$ cat src/rtl/mips_pkg.sv
// Shared constants for the MIPS integer datapath.
// Holds the datapath width and the ALU operation codes.
package mips_pkg;

  localparam int WIDTH = 32;
  localparam int OPW   = 4;

  localparam logic [3:0] ALU_AND  = 4'b0000;
  localparam logic [3:0] ALU_OR   = 4'b0001;
  localparam logic [3:0] ALU_ADD  = 4'b0010;
  localparam logic [3:0] ALU_XOR  = 4'b0011;
  localparam logic [3:0] ALU_NOR  = 4'b0100;
  localparam logic [3:0] ALU_SUB  = 4'b0110;
  localparam logic [3:0] ALU_SLT  = 4'b0111;
  localparam logic [3:0] ALU_SLTU = 4'b1000;
  localparam logic [3:0] ALU_SLL  = 4'b1001;
  localparam logic [3:0] ALU_SRL  = 4'b1010;
  localparam logic [3:0] ALU_SRA  = 4'b1011;
  localparam logic [3:0] ALU_LUI  = 4'b1100;

endpackage

$ cat src/rtl/alu_core.sv
// Purely combinational EX-stage ALU: operation decode, result mux and zero flag.
// Shifts use the instruction shamt field only; unknown op codes yield zero.
module alu_core #(
  parameter int WIDTH = 32,
  parameter int OPW   = 4
) (
  input  logic [WIDTH-1:0] a,
  input  logic [WIDTH-1:0] b,
  input  logic [4:0]       shamt,
  input  logic [OPW-1:0]   op,
  output logic [WIDTH-1:0] result,
  output logic             zero
);
  import mips_pkg::*;

  logic slt_signed;
  logic slt_unsigned;

  assign slt_signed   = $signed(a) < $signed(b);
  assign slt_unsigned = a < b;

  always_comb begin
    result = '0;
    case (op)
      ALU_AND:  result = a & b;
      ALU_OR:   result = a | b;
      ALU_ADD:  result = a + b;
      ALU_XOR:  result = a ^ b;
      ALU_NOR:  result = ~(a | b);
      ALU_SUB:  result = a - b;
      ALU_SLT:  result = {{(WIDTH-1){1'b0}}, slt_signed};
      ALU_SLTU: result = {{(WIDTH-1){1'b0}}, slt_unsigned};
      ALU_SLL:  result = b << shamt;
      ALU_SRL:  result = b >> shamt;
      ALU_SRA:  result = $signed(b) >>> shamt;
      ALU_LUI:  result = {b[WIDTH/2-1:0], {(WIDTH/2){1'b0}}};
      default:  result = '0;
    endcase
  end

  assign zero = (result == '0);

endmodule

$ cat src/rtl/exec_arith_unit.sv
// Integer arithmetic for the 5-stage pipeline: EX ALU with registered EX/MEM copy,
// plus the combinational IF PC+4 incrementer and ID branch-target adder.
module exec_arith_unit #(
  parameter int WIDTH = mips_pkg::WIDTH,
  parameter int OPW   = mips_pkg::OPW
) (
  input  logic             clk,
  input  logic             reset,
  input  logic             stall,
  input  logic [WIDTH-1:0] src_a,
  input  logic [WIDTH-1:0] src_b,
  input  logic [4:0]       shamt,
  input  logic [OPW-1:0]   alu_op,
  input  logic [WIDTH-1:0] pc_f,
  input  logic [WIDTH-1:0] pc_plus4_d,
  input  logic [WIDTH-1:0] sign_imm_d,
  output logic [WIDTH-1:0] alu_out,
  output logic             zero,
  output logic [WIDTH-1:0] alu_out_q,
  output logic             zero_q,
  output logic [WIDTH-1:0] pc_plus4_f,
  output logic [WIDTH-1:0] branch_tgt_d
);
  import mips_pkg::*;

  alu_core #(
    .WIDTH (WIDTH),
    .OPW   (OPW)
  ) u_alu_core (
    .a      (src_a),
    .b      (src_b),
    .shamt  (shamt),
    .op     (alu_op),
    .result (alu_out),
    .zero   (zero)
  );

  assign pc_plus4_f   = pc_f + WIDTH'(4);
  assign branch_tgt_d = pc_plus4_d + {sign_imm_d[WIDTH-3:0], 2'b00};

  // Reset value mirrors an all-zero result, so zero_q comes out of reset set.
  always_ff @(posedge clk or posedge reset) begin
    if (reset) begin
      alu_out_q <= '0;
      zero_q    <= 1'b1;
    end else if (!stall) begin
      alu_out_q <= alu_out;
      zero_q    <= zero;
    end
  end

endmodule

$ cat config.mk
export PLATFORM = sky130hd
export DESIGN_NAME = exec_arith_unit
export DESIGN_NICKNAME = d
export VERILOG_FILES = /design/src/rtl/mips_pkg.sv /design/src/rtl/alu_core.sv /design/src/rtl/exec_arith_unit.sv
export SDC_FILE = /design/constraint.sdc
export NUM_CORES = 1
export LEC_CHECK = 0
export CORE_ASPECT_RATIO = 2
export CORE_MARGIN = 5
export CORE_UTILIZATION = 43
export CTS_BUF_LIST = sky130_fd_sc_hd__clkbuf_8
export DETAILED_ROUTE_END_ITERATION = 8
export GPL_TIMING_DRIVEN = 0
export HOLD_SLACK_MARGIN = 0.1
export PLACE_DENSITY = 0.71
export REMOVE_ABC_BUFFERS = 1
export SKIP_CTS_REPAIR_TIMING = 1
export SLEW_MARGIN = 20
export SYNTH_ARGS = -nofsm -noshare
export SYNTH_HDL_FRONTEND = slang
export SYNTH_SLANG_ARGS = --single-unit
$ cat constraint.sdc
create_clock -name clk -period 11.1 [get_ports clk]
set_clock_uncertainty 0.05 [all_clocks]
set_input_delay 1.665 -clock clk [delete_from_list [all_inputs] [get_ports clk]]
set_output_delay 1.665 -clock clk [all_outputs]
set_load 0.02 [all_outputs]
After elaboration in Yosys (flattened, before gate mapping) --
Index checks and enable logic that the tools add are counted.
Word-level totals: output and inout port bits 130, logic and storage cells 29, input port bits 172, flip-flop bits (word level) 33
Cells by class: reductions and logical operators 2, mux-type cells 1, eq/ne operators 11, bitwise operators 4, add/sub/neg operators 4, shift operators 3, $lt $le $gt $ge 2
Operator list (count):
- $pmux W32 S12 | 1
- $add A32 B32 Y32 | 2
- $lt A32 B32 Y1 | 2
- $add A32 B3 Y32 const B | 1
- $and A32 B32 Y32 | 1
- $logic_not A32 Y1 | 1
- $not A32 Y32 | 1
- $or A32 B32 Y32 | 1
- $shl A32 B5 Y32 | 1
- $shr A32 B5 Y32 | 1
- $sshr A32 B5 Y32 | 1
- $sub A32 B32 Y32 | 1
- $xor A32 B32 Y32 | 1
- $eq A4 B4 Y1 const B | 5
- $eq A4 B3 Y1 const B | 3
- $eq A4 B2 Y1 const B | 2
- $eq A4 B1 Y1 const B | 1
- $logic_not A4 Y1 | 1

Longest topological paths before layout --
depth in word-level cells 4, mapped depth 16, mapped depth without buffers 13

Modules after synthesis --
A second synthesis with hierarchy kept.
Unflattened totals: cell total of the unflattened synthesis 1860, area, all modules 13772.0 sq um
By module, submodules not included:
- alu_core | instances 1, area each 10211.0 sq um, cells each 1452
- exec_arith_unit | instances 1, area each 3560.9 sq um, cells each 408

Worst setup path after synthesis --
OpenSTA, ideal clock, no wires.
kind input -> output, from in src_b[4], to out zero, buffers on the path 2, arrival 5.599 ns, slack 3.786 ns, required time 9.385 ns, stages 14, path through clkbuf_1 > inv_1 > ha_1 > buf_2 > nor2b_1 > or4_1 > o22ai_1 > a2bb2oi_1 > a31oi_1 > a2111oi_0 > a32oi_1 > a2111oi_0 > or4b_1 > nor3_1
Between the ends: elaborated cells between the ends (all ways) 13, those cells by class 2 x add/sub; 2 x order compare; 3 x shift; 1 x mux; 4 x bitwise; 1 x reduce/logical
RTL lines:
- from (decl) | RTL line exec_arith_unit.sv:11 | input logic [WIDTH-1:0] src_b,
- $sub A32 B32 Y32 (tied with other cells) | RTL line alu_core.sv:30 | ALU_SUB: result = a - b;
- $pmux W32 S12 * | RTL line alu_core.sv:24 | case (op)
- net alu_out[25] | RTL line exec_arith_unit.sv:17 | output logic [WIDTH-1:0] alu_out,
- $logic_not A32 Y1 * | RTL line alu_core.sv:41 | assign zero = (result == '0);
- to (decl) | RTL line exec_arith_unit.sv:18 | output logic zero,
The timed path passes the listed nets; every way through them passes the cells marked *.

Worst setup path after layout --
from in shamt[3], to out zero
Between the ends: cells in the longest elaborated chain, start to end 3, elaborated cells between the ends (all ways) 5, those cells by class 3 x shift; 1 x mux; 1 x reduce/logical
Ends and longest elaborated chain:
- from (decl) | RTL line exec_arith_unit.sv:12 | input logic [4:0] shamt,
- $sshr A32 B5 Y32 (tied with other cells) | RTL line alu_core.sv:35 | ALU_SRA: result = $signed(b) >>> shamt;
- $pmux W32 S12 * | RTL line alu_core.sv:24
- $logic_not A32 Y1 * | RTL line alu_core.sv:41
Every way passes the cells marked *; elsewhere a longest branch is shown, timed or not.

==> results.ini <==
[status]
status = completed

[logic_synthesis]
yosys.area.top_type_share = 0.1105
synth-edff-count = 0
avgSynthCellArea_sq_um = 7.437
synth_ff_type = dfrtp_1
synth_area_leaders = ha_1 11%, mux4_2 9.6%, dfrtp_1 5.5%
synth_seq_cells = 33
synth_most_common_cell = nor2_1
synth_top_cells_by_count = 155 x nor2_1, 138 x nand2_1, 129 x ha_1
synthesis.area_sq_mm = 0.01461
ys_types = 87
ys_async_sr_fraction = 1.000
seq_area_frac_synth = 0.05660
yosysWarnings = 0
netlist_instances = 1965
yosys.area.top_type = ha_1

[critical_path]
endpoint_kind = output pin
worstPathMaxFanout = 63
worst_path_max_delay_cell = nor2_1
worst-endpoint-arrival_ns = 8.35
cp-start-kind = primary input
crit_family = simple AND/OR/NAND/NOR gates
worstPathRequired_ns = 9.39
crit_path_cell_trace = buf_4, clkinv_1, nor2_1, o21ai_0, a32oi_1, o211ai_1, a2111o_1, or4_1, nor4_1, nand4b_1, nor3_1, clkdlybuf4s50_1
max_stage_delay_ns = 1.00
worst-path-buf-inv = 3
crit_type = in -> out

[floorplanning]
dieArea_sq_mm = 0.03799
start_util = 0.4344
core-area_sq_mm = 0.03364
rows = 95
die_w_microns = 140.4
io_pins = 302
die_height_microns = 270.7

[sta]
min_period_ns = 10.07
setup_tns_ns = 0
setup_viol_count_final = 0
slew_headroom = 0.1424
fmax_mhz = 99.32
hold_violations = 0
rsz0062_at_grt = false
tightest_slew_ns = 1.286
period_share = 0.9070
slew_viol_final = 0

[clock_network]
cts_root_buffer = clkbuf_8
numClockSinks = 33
cts_tree = built
ctsHtreeMaxLevel = 2
worstSkewPairLatency_ns = 0.32
path_clk_slew_ns = 0.08
numCtsBuffers = 5
clk_path_buf_depth = 2

[grt]
grt_pass1_vias = 17850
grt-busiest-layer = met2
grt_use_met2 = 0.7206
grt_max_degree = 67
track_usage = 0.4264
use_met1 = 0.4013
grt_use_met3 = 0.1066
grt-ovfl-total = 0
antenna_found_initial = 5
grt_pass1_wl_microns = 120900

[pwr]
p_per_area_mw_per_mm2 = 75.31
peakVddDrop_mv = 0.05461
leakage_nw = 6.911
power.total_mw = 1.337

[placement]
io_buffers = 291
post-dp-hpwl_microns = 66250
dpl_cell_area_sq_mm = 0.01763
dp.cells = 2540
place.gp.congestion = 1.127

[final_layout]
layout.nets = 2415
fill_cells = 3326
layout.cells.non_filler = 2554
drive_gt1_frac = 0.1037
area_growth_pct = 21.49
stdcell_area_sq_mm = 0.01775

[routing]
post-route-drc-count = 0
drtIter0Drc = 1635
vias_per_cell = 7.176
drtPass1Iterations = 6
num_vias = 18330
ant_nets = 0
routedWlPerCell_microns = 33.15
routed_wirelength_microns = 84660

[job]
maxCapViolCount = 0

[worst_hold_path]
hold_class = reg -> reg

[metal layers]
metal | vias to the layer above | routed length (microns)
met3 | 526 | 8252
met4 | 2 | 11660
li1 | 7807 | -
met5 | - | 18
met2 | 1360 | 39900
met1 | 8633 | 24830
[through the flow]
| stage | setup slack [ns] | hold WS (ns) | utilization |
|---|---|---|---|
| 3_3_place_gp | -3.962 | 0.4314 | 0.5148 |
| 4_1_cts | 1.282 | 0.4545 | 0.5265 |
| 3_5_place_dp | 1.310 | 0.4424 | 0.5240 |
| 2_1_floorplan | 3.516 | 0.4723 | - |
| 5_1_grt | 1.021 | 0.4646 | 0.5275 |
| 6_report | 1.032 | 0.4522 | 0.5278 |
[path summary, 6_finish.rpt]
kind | startpoint | end | slack, ns | cells after the start
min in group asynchronous | reset | alu_out_q[24]$_DFFE_PP0N_ | 1.73 | 2
worst max register to register | alu_out_q[18]$_DFFE_PP0N_ | alu_out_q[18]$_DFFE_PP0N_ | 10.24 | 1
worst min-delay path | zero_q$_DFFE_PP1N_ | zero_q$_DFFE_PP1N_ | 0.45 | 2
max in group asynchronous | reset | alu_out_q[9]$_DFFE_PP0N_ | 8.78 | 2
worst max-delay path | shamt[3] | zero | 1.03 | 12
worst min register to register | zero_q$_DFFE_PP1N_ | zero_q$_DFFE_PP1N_ | 0.45 | 2
[area by class of cell]
cell class	instances	area, sq um	share of cell area
antenna	6	15.01	0.0008457
clock buffer	5	68.82	0.003876
clock inverter	3	13.76	0.0007752
inverter	116	436.7	0.02460
multi-input combinational	1648	12710	0.7161
sequential	33	827.0	0.04659
tap	436	545.5	0.03073
timing repair buffer	307	3133	0.1765
[registers in the layout, indices dropped and copies added (netlist names)]
name,count
zero_q,1
alu_out_q,32
[tightest hold or removal path: cells and delay by family, from the launching register on]
kind	cells	cell delay, ns
flops	1	0.38
simple gates	1	0.07
compound gates	1	0.06
[placed cells by master (no fill, tap or decap), drive strengths merged, types with 25 or more instances in the layout]
| cell | instances |
|---|---|
| buf | 25 |
| mux2i | 59 |
| o21ai | 94 |
| nand2 | 138 |
| mux2 | 70 |
| a31oi | 29 |
| nand2b | 29 |
| o211ai | 32 |
| nor2 | 155 |
| a22oi | 27 |
| xnor2 | 52 |
| dfrtp | 32 |
| a21oi | 122 |
| nand3 | 68 |
| ha | 129 |
| nor2b | 26 |
| clkdlybuf4s50 | 281 |
| a211oi | 37 |
| inv | 111 |
| o22ai | 28 |
| nor3 | 60 |
| mux4 | 62 |
[cell families (layout without fill, tap and decap cells)]
kind of cell	Yosys count	after routing	synth area share
buffers and inverters	284	431	0.08143
other	0	6	0
muxes	191	191	0.1899
DFF	33	33	0.05660
adders and majority gates	132	132	0.1146
and+or+nand+nor	627	627	0.2147
AOI/OAI and AO/OA	631	631	0.3026
xor gates and xnor gates	67	67	0.04016
[report_power, final]
part           leakage [nW]  total (mW)  internal [mW]  switching, mW
clock                0.0491       0.101         0.0428         0.0582
combinational          6.45        1.08          0.430          0.652
sequential            0.411       0.154          0.142         0.0114
Power figures use the tool's default switching activity.
